<file path="src/rtl/vga_timing_gen.sv">
// 640x480@60 raster timing for the Pong renderer: 25 MHz pixel enable from CLOCK_50,
// raster counters, strobes, and a blanked, sync-aligned VGA output register stage.
module vga_timing_gen #(
  parameter logic [9:0] H_ACTIVE     = 10'd640,
  parameter logic [9:0] H_SYNC_START = 10'd660,
  parameter logic [9:0] H_SYNC_END   = 10'd756,
  parameter logic [9:0] H_TOTAL      = 10'd800,
  parameter logic [9:0] V_ACTIVE     = 10'd480,
  parameter logic [9:0] V_SYNC_START = 10'd494,
  parameter logic [9:0] V_SYNC_END   = 10'd495,
  parameter logic [9:0] V_TOTAL      = 10'd525
) (
  input  logic        CLOCK_50,
  input  logic        RESET,
  output logic        pix_en,
  output logic [9:0]  h_count,
  output logic [9:0]  v_count,
  output logic        active,
  output logic        line_start,
  output logic        frame_end,
  input  logic [11:0] rgb_in,
  output logic [3:0]  VGA_R,
  output logic [3:0]  VGA_G,
  output logic [3:0]  VGA_B,
  output logic        VGA_HS,
  output logic        VGA_VS
);

  logic phase;
  logic h_last;
  logic v_last;
  logic hs_raw;
  logic vs_raw;

  // pix_en trails phase by one edge, so the first enable lands on the second edge after reset
  always_ff @(posedge CLOCK_50) begin
    if (RESET) begin
      phase  <= 1'b0;
      pix_en <= 1'b0;
    end else begin
      phase  <= ~phase;
      pix_en <= phase;
    end
  end

  assign h_last = (h_count == H_TOTAL - 10'd1);
  assign v_last = (v_count == V_TOTAL - 10'd1);

  always_ff @(posedge CLOCK_50) begin
    if (RESET) begin
      h_count <= '0;
      v_count <= '0;
    end else if (pix_en) begin
      if (h_last) begin
        h_count <= '0;
        v_count <= v_last ? 10'd0 : v_count + 10'd1;
      end else begin
        h_count <= h_count + 10'd1;
      end
    end
  end

  always_comb begin
    active     = (h_count < H_ACTIVE) && (v_count < V_ACTIVE);
    line_start = pix_en && (h_count == 10'd0);
    frame_end  = pix_en && h_last && v_last;
    hs_raw     = !((h_count >= H_SYNC_START) && (h_count <= H_SYNC_END));
    vs_raw     = !((v_count >= V_SYNC_START) && (v_count <= V_SYNC_END));
  end

  // colour and syncs share one register stage so they stay pixel-aligned at the pins
  always_ff @(posedge CLOCK_50) begin
    if (RESET) begin
      VGA_R  <= '0;
      VGA_G  <= '0;
      VGA_B  <= '0;
      VGA_HS <= 1'b1;
      VGA_VS <= 1'b1;
    end else if (pix_en) begin
      VGA_R  <= active ? rgb_in[11:8] : 4'd0;
      VGA_G  <= active ? rgb_in[7:4]  : 4'd0;
      VGA_B  <= active ? rgb_in[3:0]  : 4'd0;
      VGA_HS <= hs_raw;
      VGA_VS <= vs_raw;
    end
  end

endmodule

</file>
<file path="config.mk">
export PLATFORM = sky130hd
export DESIGN_NAME = vga_timing_gen
export DESIGN_NICKNAME = d
export VERILOG_FILES = /design/src/rtl/vga_timing_gen.sv
export SDC_FILE = /design/constraint.sdc
export NUM_CORES = 1
export LEC_CHECK = 0
export ABC_CLOCK_PERIOD_IN_PS = 2500
export CORE_AREA = 2 2 70 72
export DETAILED_ROUTE_END_ITERATION = 7
export DIE_AREA = 0 0 72 74
export GPL_TIMING_DRIVEN = 0
export PLACE_DENSITY = 0.66
export SLEW_MARGIN = 10
export SYNTH_ARGS = -nofsm -noshare
export SYNTH_HDL_FRONTEND = slang
export SYNTH_SLANG_ARGS = --single-unit
export TNS_END_PERCENT = 100
</file>
<file path="constraint.sdc">
create_clock -name CLOCK_50 -period 2.5 [get_ports CLOCK_50]
set_input_delay 0.5 -clock CLOCK_50 [delete_from_list [all_inputs] [get_ports CLOCK_50]]
set_output_delay 0.5 -clock CLOCK_50 [all_outputs]
set_load 0.02 [all_outputs]
</file>
==> flow_summary.json <==
{
  "outcome": "completed",
  "hold_viol_final": 0,
  "cts_tree": "done",
  "synthCells": 195,
  "synth.distinct_cells": 39,
  "path_class": "register to output pin",
  "routed-via-count": 1563,
  "crit_chain": "clkbuf_1 > and4_1 > nor3_2 > buf_4 > dlygate4sd2_1",
  "wl_um": 4010,
  "drive_above_1_share_pct": 9.449,
  "coreArea_sq_um": 4598,
  "ys_seq_area_share_pct": 42.45,
  "seqCellArea_sq_um": 725.7,
  "yosysWarnings": 0,
  "dieWidth_um": 72,
  "peakVddDrop_v": 0.0002827,
  "async_flop_share_pct": 0,
  "postCtsHoldBufs": 0,
  "syn_area_per_cell_sq_um": 8.707,
  "nFillCells": 455,
  "io_buffers": 51,
  "hp-class": "register to register",
  "place_hpwl_um": 2889,
  "multi_input_area_sq_um": 904.6,
  "syn_nets": 213,
  "cp-startpoint": "v_count[5]$_SDFFE_PP0P_",
  "worst-endpoint-arrival_ns": 1.82,
  "antenna_cells": 0,
  "viasPerCell": 5.075,
  "cp_slowest_stage_delay_ns": 0.34,
  "cts_setup_buffers": 0,
  "final_max_slew_viol_count": 0,
  "grt-ovfl-total": 0,
  "area_delta_synth_final_pct": 40.83,
  "wl_per_cell_um": 13.02,
  "htree_levels": 2,
  "ys_ff_latch": 36,
  "powerDensity_nw_per_um2": 501.5,
  "tightest_slew_ns": 0.4838,
  "rows": 25,
  "cp-endpoint": "active",
  "skew_ns": 0.005948,
  "postRouteAntennaNets": 0,
  "antenna_found_initial": 0,
  "postLayoutCellArea_sq_um": 2391,
  "grtUsageTotal_pct": 16.60,
  "clock_sinks": 36,
  "hold_ws_ns": 0.4097,
  "drtPass1Iterations": 4,
  "critPathMaxFanout": 10,
  "total_power_uw": 1199,
  "cap_violations": 0,
  "grt_pass1_vias": 1447,
  "clk_pin_slew_worst_paths_ns": 0.07,
  "fmax_mhz": 431.2,
  "ys.flop_type": "dfxtp_1",
  "cts_inserted_buffers": 5,
  "total_leakage_power_uw": 0.0008130,
  "clk_latency_ns": 0.28,
  "rsz0062_at_grt": "no",
  "synth-edff-count": 0,
  "drt_iter0_drc": 59,
  "nets": 271,
  "r2r-start": "h_count[1]$_SDFFE_PP0P_",
  "grt_max_degree": 12,
  "layout.cells.non_filler": 308,
  "clk_path_buf_depth": 2,
  "finalSetupViolations": 0,
  "post-route-period-util_pct": 92.76,
  "relSlewSlack_pct": 67.74,
  "initial_core_util_pct": 36.93,
  "io_pins": 52,
  "die-area_sq_um": 5328,
  "synth_top_area_share_pct": 42.45,
  "syn-cell-area_sq_um": 1698,
  "grt_pass1_wl_um": 6906,
  "post_dp_cell_area_sq_um": 2276,
  "place.gp.congestion": 0.7851,
  "startpoint_type": "register",
  "synth_top_area_cell": "dfxtp_1",
  "finalCoreUtilization_pct": 52.00,
  "die_h_um": 74,
  "reg2reg_depth": 7,
  "timing.rr.end": "v_count[0]$_SDFFE_PP0P_",
  "required_ns": 2.00,
  "synth_area_leaders": "dfxtp_1 (42%), a21oi_1 (5.9%), nand3_1 (5.9%)",
  "rrSetupSlack_ns": 0.72,
  "worst_path_max_delay_cell": "dlygate4sd2_1",
  "layout_min_cycle_time_ns": 2.319,
  "dpl.cell_count": 300,
  "drc": 0,
  "end_kind": "output pin",
  "cts-root-buf": "clkbuf_8"
}
metrics by stage:
step / TNS, ns / worst slack [ns]
2_1_floorplan: 0 / 0.2868
3_3_place_gp: -0.07525 / -0.06663
3_5_place_dp: -0.06338 / -0.05275
4_1_cts: 0 / 0.04409
5_1_grt: 0 / 0.02889
6_report: 0 / 0.1811
registers in the layout, indices dropped and copies added (netlist names):
| name | cells |
|---|---|
| VGA_VS | 1 |
| VGA_HS | 1 |
| VGA_B | 4 |
| phase | 1 |
| h_count | 10 |
| pix_en | 1 |
| VGA_R | 4 |
| v_count | 10 |
| VGA_G | 4 |
worst min path at each step:
stage,endpoint,cells past startpoint,slack (ns),from
after floorplan,phase$_SDFF_PP0_,1,0.38,phase$_SDFF_PP0_
after global placement,phase$_SDFF_PP0_,1,0.39,phase$_SDFF_PP0_
after detailed placement,phase$_SDFF_PP0_,1,0.40,phase$_SDFF_PP0_
after CTS,phase$_SDFF_PP0_,1,0.41,phase$_SDFF_PP0_
after global routing,phase$_SDFF_PP0_,1,0.43,phase$_SDFF_PP0_
final,phase$_SDFF_PP0_,1,0.41,phase$_SDFF_PP0_
metal layers:
metal | global-route usage (%) | part of all wire [%] | up-vias
met4 | 4.822 | 0.77 | 0
met3 | 5.556 | 5.6 | 4
met5 | 0 | 0 | -
li1 | - | - | 798
met2 | 25.82 | 45 | 42
met1 | 22.16 | 49 | 719
cells in the final DEF (no fill, tap or decap), types with 3 or more instances in the layout:
master           count
o31ai_1              3
a21oi_1             20
nand2_1              7
nand3_1             20
o21ai_0              5
xor2_1               5
nor2_1              18
nand2b_1            13
nand4_1              5
clkbuf_1             7
ha_1                 4
buf_2                3
xnor2_1              6
inv_1                5
nor2b_1              4
or4_1                3
or3_1                3
and3_1               4
clkdlybuf4s50_1     48
clkbuf_8             5
dfxtp_1             34
cell usage after synthesis, types with 2 or more instances:
library cell / count
and4_1: 2
ha_1: 4
inv_1: 5
clkbuf_1: 6
o21ai_0: 5
and3_1: 4
xor2_1: 5
nand4_1: 5
nor2b_1: 4
nand3_1: 20
nand2_1: 7
xnor2_1: 6
a21oi_1: 20
nor3_1: 3
or4_1: 3
o31ai_1: 3
nand4_4: 2
nand2b_1: 13
buf_2: 4
nor2_1: 18
or3_1: 3
dfxtp_1: 36
final cells by class:
| type | count | share of cell area, % |
|---|---|---|
| multi-input cells | 142 | 37.83 |
| flip-flops and latches | 36 | 30.35 |
| repair buffers | 51 | 20.88 |
| clock buffers | 6 | 3.035 |
| plain buffers | 12 | 2.826 |
| well taps | 54 | 2.826 |
| clock inverters | 2 | 1.465 |
| inverters | 5 | 0.7849 |
cells by family (layout without fill, tap and decap cells):
logic type | Yosys count | count (layout) | synth area share (%)
AOI/OAI and AO/OA | 33 | 33 | 11.20
xor gates and xnor gates | 11 | 11 | 5.674
muxes | 1 | 1 | 0.5896
buffers and inverters | 17 | 76 | 4.569
adders and majority gates | 4 | 4 | 2.948
and+or+nand+nor | 93 | 93 | 32.57
DFF | 36 | 36 | 42.45
where the power goes:
part | total [uW] | switching [uW] | leakage (uW) | internal, uW
Sequential | 596 | 9.64 | 0.000293 | 586
Clock | 500 | 204 | 0.0000552 | 296
Combinational | 103 | 48.7 | 0.000465 | 54.7
critical path: cells and delay by family (launching register included):
kind | cells | cell delay, ns
buf+inv | 3 | 0.73
flops | 1 | 0.31
simple gates | 2 | 0.48
what timing repair did:
action | CTS | global route
endpoints found under the setup margin | 3 | 2
gates resized for setup | 9 | 8
endpoints found under the hold margin | 0 | 0
No activity file was read; power rests on OpenSTA's default activity.
==> patch 1: new RTL, config.mk and constraints unchanged <==
Make the reset (`RESET`) asynchronous in 3 clocked blocks.
--- a/src/rtl/vga_timing_gen.sv
+++ b/src/rtl/vga_timing_gen.sv
@@ -34,5 +34,5 @@
 
   // pix_en trails phase by one edge, so the first enable lands on the second edge after reset
-  always_ff @(posedge CLOCK_50) begin
+  always_ff @(posedge CLOCK_50 or posedge RESET) begin
     if (RESET) begin
       phase  <= 1'b0;
@@ -47,5 +47,5 @@
   assign v_last = (v_count == V_TOTAL - 10'd1);
 
-  always_ff @(posedge CLOCK_50) begin
+  always_ff @(posedge CLOCK_50 or posedge RESET) begin
     if (RESET) begin
       h_count <= '0;
@@ -70,5 +70,5 @@
 
   // colour and syncs share one register stage so they stay pixel-aligned at the pins
-  always_ff @(posedge CLOCK_50) begin
+  always_ff @(posedge CLOCK_50 or posedge RESET) begin
     if (RESET) begin
       VGA_R  <= '0;
Formal check against the unedited RTL: differs if RESET is asserted again (counterexample within 4 cycles, from zero or initial values and one cycle with RESET high); with RESET held inactive, the same outputs for 10 cycles.
==> patch 1 against the original RTL <==
Count of clock-buffer cells in the layout did not move; sequential cell count did not move; setup slack got worse by 140 ps; clock skew fell by 0.90 ps; wire length rose by 9.7%; final cell count fell by 3.6%; register-to-register slack got worse by 320 ps; total power fell by 8.2%; area after synthesis rose by 4.8%; design area rose by 5.2%; critical path type unchanged; largest cell class is now flip-flops and latches.
==> patch 1: results <==
metrics = {
    "worst_setup_path": {
        "max_stage_delay_ps": 480,
        "critPathMaxFanout": 7,
        "crit_family": "simple AND/OR/NAND/NOR gates",
        "arrival_ps": 1960,
    },
    "power_and_ir_drop": {
        "p_leak_nw": 1.02,
    },
    "synth": {
        "syn_nets": 201,
        "ys_seq_area_frac": 0.508,
        "syn_inst": 183,
        "synth_commonest_cells": "dfrtp_1, inv_1, nand2_1",
        "ys_top_cells_by_area": "dfrtp_1, inv_1, o22ai_1, xnor2_1, nand2_1",
        "synth_mux_area_frac": 0.00633,
        "postSynth.asyncResetShare": 1.00,
        "ys.flop_type": "dfrtp_1",
        "synth_compound_area_frac": 0.0872,
        "synthXorXnorAreaFrac": 0.0689,
    },
    "routing": {
        "wl_met1_mm": 2.00,
        "totalWireLength_mm": 4.40,
        "route.met3.wl_um": 221,
        "vias_per_cell": 5.25,
        "wl_per_cell_um": 14.8,
        "drt-initial-drc-count": 54,
        "met2_length_mm": 2.12,
    },
    "layout": {
        "fin_nets": 260,
        "drive_above_1_share": 0.152,
        "n_fill_cell": 439,
    },
    "global_route": {
        "grt_usage": 0.169,
        "grt_max_degree": 37,
        "grt_pass1_vias": 1423,
        "grt_pass1_wl_mm": 6.84,
    },
    "placement": {
        "gp_congestion": 0.823,
        "dp_hpwl_mm": 3.01,
    },
    "status": {
        "status": "complete, no violations",
    },
    "sta": {
        "skew_ps": 5.05,
    },
    "clock_network": {
        "clk_pin_slew_ps": 70,
    },
}
## patch 1: cell count changes after synthesis, moves of 5 or more
cell and change:
o22ai_1 +13, nor2_1 -9, nand2_1 +13, nand3_1 -12, inv_1 +17, dfrtp_1 +34, dfxtp_1 -36, nand2b_1 -13
nor4_1 +5, a21oi_1 -19
## patch 1: cell families (layout without fill, tap and decap cells)
logic type,Yosys count,in the layout
AND/OR/NAND/NOR,72,72
flip-flops,36,36
buffers and inverters,32,92
AO/OA/AOI/OAI,24,24
XOR/XNOR,14,14
adder cells (fa/ha/maj),4,4
multiplexers,1,1
## patch 1: report_power, final
part / switching, mW / total [mW] / internal [mW] / leakage [nW]
sequential: 0.00463 / 0.597 / 0.592 / 0.443
clock: 0.210 / 0.430 / 0.220 / 0.0510
combinational: 0.0353 / 0.0747 / 0.0394 / 0.526
## patch 1: routing by layer
metal | vias to the layer above | GRT usage
met1 | 757 | 0.220
met2 | 38 | 0.272
met5 | - | 0
li1 | 757 | -
met3 | 6 | 0.0474
met4 | 0 | 0.0608
## patch 1: worst register-to-register path: stages (launching register included)
cell,delay (ps)
dfrtp_2,450
or3_4,440
or4_4,480
o41ai_1,460
a21oi_1,130
## patch 1: repair_timing
item                       4_1_cts  5_1_grt
resized for setup               13       12
setup endpoints to repair        3        2
pin swaps                        3        3
setup buffers                    0        5
## patch 1: cell type report
class / count / area, µm² / share of cell area
plain buffers: 6 / 26.3 / 0.0104
multi-input cells: 115 / 786 / 0.312
flip-flops and latches: 36 / 913 / 0.363
well taps: 54 / 67.6 / 0.0269
repair buffers: 56 / 547 / 0.217
clock inverters: 2 / 10.0 / 0.00398
clock buffers: 6 / 82.6 / 0.0328
inverters: 22 / 82.6 / 0.0328
## patch 1: final timing paths
check / startpoint / end / slack, ps / cells after the start
min in group asynchronous: RESET / phase$_DFF_PP0_ / 660 / 2
hold reg to reg: phase$_DFF_PP0_ / pix_en$_DFF_PP0_ / 380 / 0
hold / removal: phase$_DFF_PP0_ / pix_en$_DFF_PP0_ / 380 / 0
setup reg to reg: h_count[6]$_DFFE_PP0P_ / v_count[9]$_DFFE_PP0P_ / 400 / 4
setup / recovery: h_count[6]$_DFFE_PP0P_ / frame_end / 40 / 4
max in group asynchronous: RESET / h_count[3]$_DFFE_PP0P_ / 1310 / 2
## patch 1: per-stage QoR
step / TNS, ps / worst slack, ps
3_3_place_gp: -431 / -431
5_1_grt: -10.9 / -10.9
4_1_cts: -173 / -173
2_1_floorplan: 0 / 111
3_5_place_dp: -424 / -424
6_report: 0 / 41.6
==> patch 2: new RTL, same flow settings <==
Made on the original files. Set the parameter `H_ACTIVE` to 10'd320 (it was 10'd640).
--- a/src/rtl/vga_timing_gen.sv
+++ b/src/rtl/vga_timing_gen.sv
@@ -2,5 +2,5 @@
 // raster counters, strobes, and a blanked, sync-aligned VGA output register stage.
 module vga_timing_gen #(
-  parameter logic [9:0] H_ACTIVE     = 10'd640,
+  parameter logic [9:0] H_ACTIVE     = 10'd320,
   parameter logic [9:0] H_SYNC_START = 10'd660,
   parameter logic [9:0] H_SYNC_END   = 10'd756,
Check against the original RTL: no difference found for any inputs over 10 cycles, from zero or initial values and one cycle with RESET high; that may be too few to reach the edited logic, so the function may still have changed.
==> patch 2 against the original RTL <==
Total power shrank 5.3%; maximum frequency grew 0.18%; highest routed layer unchanged; combinational power increased by 5%; design area down 1.8%; die area stayed put; area after synthesis decreased by 1.2%; wire length increased by 0.62%; global-route usage is 0.14 points lower; sequential cell count unchanged; setup slack better by 4.1 ps.
==> patch 2: results <==
metrics = {
    "synth": {
        "synth_fa_ha_area_frac": 0.0298,
        "synth_compound_area_frac": 0.114,
        "ys_seq_area_frac": 0.430,
        "ys_top_cells_by_area": "dfxtp_1, nor2_1, a21oi_1, nor2b_1, xor2_1",
        "yosysWarnings": 0,
        "synthXorXnorAreaFrac": 0.0574,
        "synth_cell_types": 40,
        "syn_nets": 209,
        "synth_commonest_cells": "dfxtp_1, nor2_1, a21oi_1",
        "synth_mux_area_frac": 0.00597,
    },
    "sta": {
        "skew_ps": 5.34,
        "relSlewSlack": 0.544,
    },
    "layout": {
        "n_fill_cell": 464,
        "regArea_um2": 724,
        "fin_nets": 267,
        "num_antenna_cells": 0,
        "reg_top3": "h_count: 10 flops, v_count: 10 flops",
        "drive_above_1_share": 0.0960,
    },
    "placement": {
        "place_area_um2": 2260,
        "gp_congestion": 0.833,
        "placement.io_buffers": 51,
        "dp_hpwl_mm": 2.86,
    },
    "clock_network": {
        "htreeDepth": 2,
        "clk_path_buf_depth": 2,
        "clk_pin_slew_ps": 70,
        "cts_setup_buffers": 0,
        "clk_latency_ps": 290,
        "cts_root_buf": "clkbuf_8",
        "cts-resized-gates": 7,
        "cts_buffers": 5,
    },
    "routing": {
        "firstDrtPassIters": 4,
        "vias_per_cell": 5.12,
        "drt-initial-drc-count": 83,
        "totalWireLength_mm": 4.04,
    },
    "status": {
        "status": "complete, no violations",
    },
    "global_route": {
        "grt_pass1_vias": 1410,
        "grt_usage": 0.165,
        "grt_max_degree": 12,
        "antenna_found_initial": 0,
        "grt_pass1_wl_mm": 6.76,
    },
    "worst_setup_path": {
        "arrival_ps": 1810,
        "critPathMaxFanout": 10,
    },
    "power_and_ir_drop": {
        "peakVddDrop_v": 0.000326,
        "p_leak_nw": 0.853,
    },
    "min_path": {
        "min_path_type": "flop to flop",
    },
}
==> patch 2: kinds of logic after synthesis <==
kind of cell	Yosys count
buf+inv	13
flops	36
fa+ha+maj	4
mux	1
compound gates	34
simple gates	92
xor+xnor	11
==> patch 2: final timing paths <==
check | start | endpoint | slack (ps) | cells past startpoint
max | h_count[0]$_SDFFE_PP0P_ | frame_end | 190 | 7
min | phase$_SDFF_PP0_ | phase$_SDFF_PP0_ | 400 | 1
max reg2reg | v_count[1]$_SDFFE_PP0P_ | v_count[6]$_SDFFE_PP0P_ | 670 | 5
min reg2reg | phase$_SDFF_PP0_ | phase$_SDFF_PP0_ | 400 | 1
==> patch 2: power by group <==
group | internal [mW] | switching, mW
clock | 0.220 | 0.212
combinational | 0.0562 | 0.0520
sequential | 0.586 | 0.00840
==> patch 2: cell type report <==
class                      instances  share of cell area
inverter                           4             0.00639
buffer                             9              0.0234
timing repair buffer              51               0.214
clock inverter                     2             0.00426
multi-input combinational        142               0.379
tap                               54              0.0288
clock buffer                       6              0.0352
sequential                        36               0.308
==> patch 2: worst max-delay path, cell delays in order (launching register included) <==
cell and delay [ps]:
dfxtp_2 370, ha_1 170, and4_1 190, buf_4 150
nand4_2 160, buf_6 190, nor2_1 120, buf_2 180
==> patch 2: through the flow <==
step | setup WS, ps | hold WS [ps] | cells
final | 185 | 404 | 304
after global routing | 56.8 | 460 | 304
after CTS | 1.28 | 406 | 304
after detailed placement | -192 | 395 | 296
after global placement | -216 | 393 | 296
after floorplan | 143 | 385 | 191
==> patch 2: per-layer routing <==
layer / vias up / track usage / part of all wire / routed length, µm
met5: - / 0 / 0 / 0
li1: 787 / - / - / -
met1: 713 / 0.222 / 0.50 / 2000
met3: 8 / 0.0637 / 0.076 / 305
met4: 0 / 0.0566 / 0.018 / 71
met2: 49 / 0.242 / 0.41 / 1660
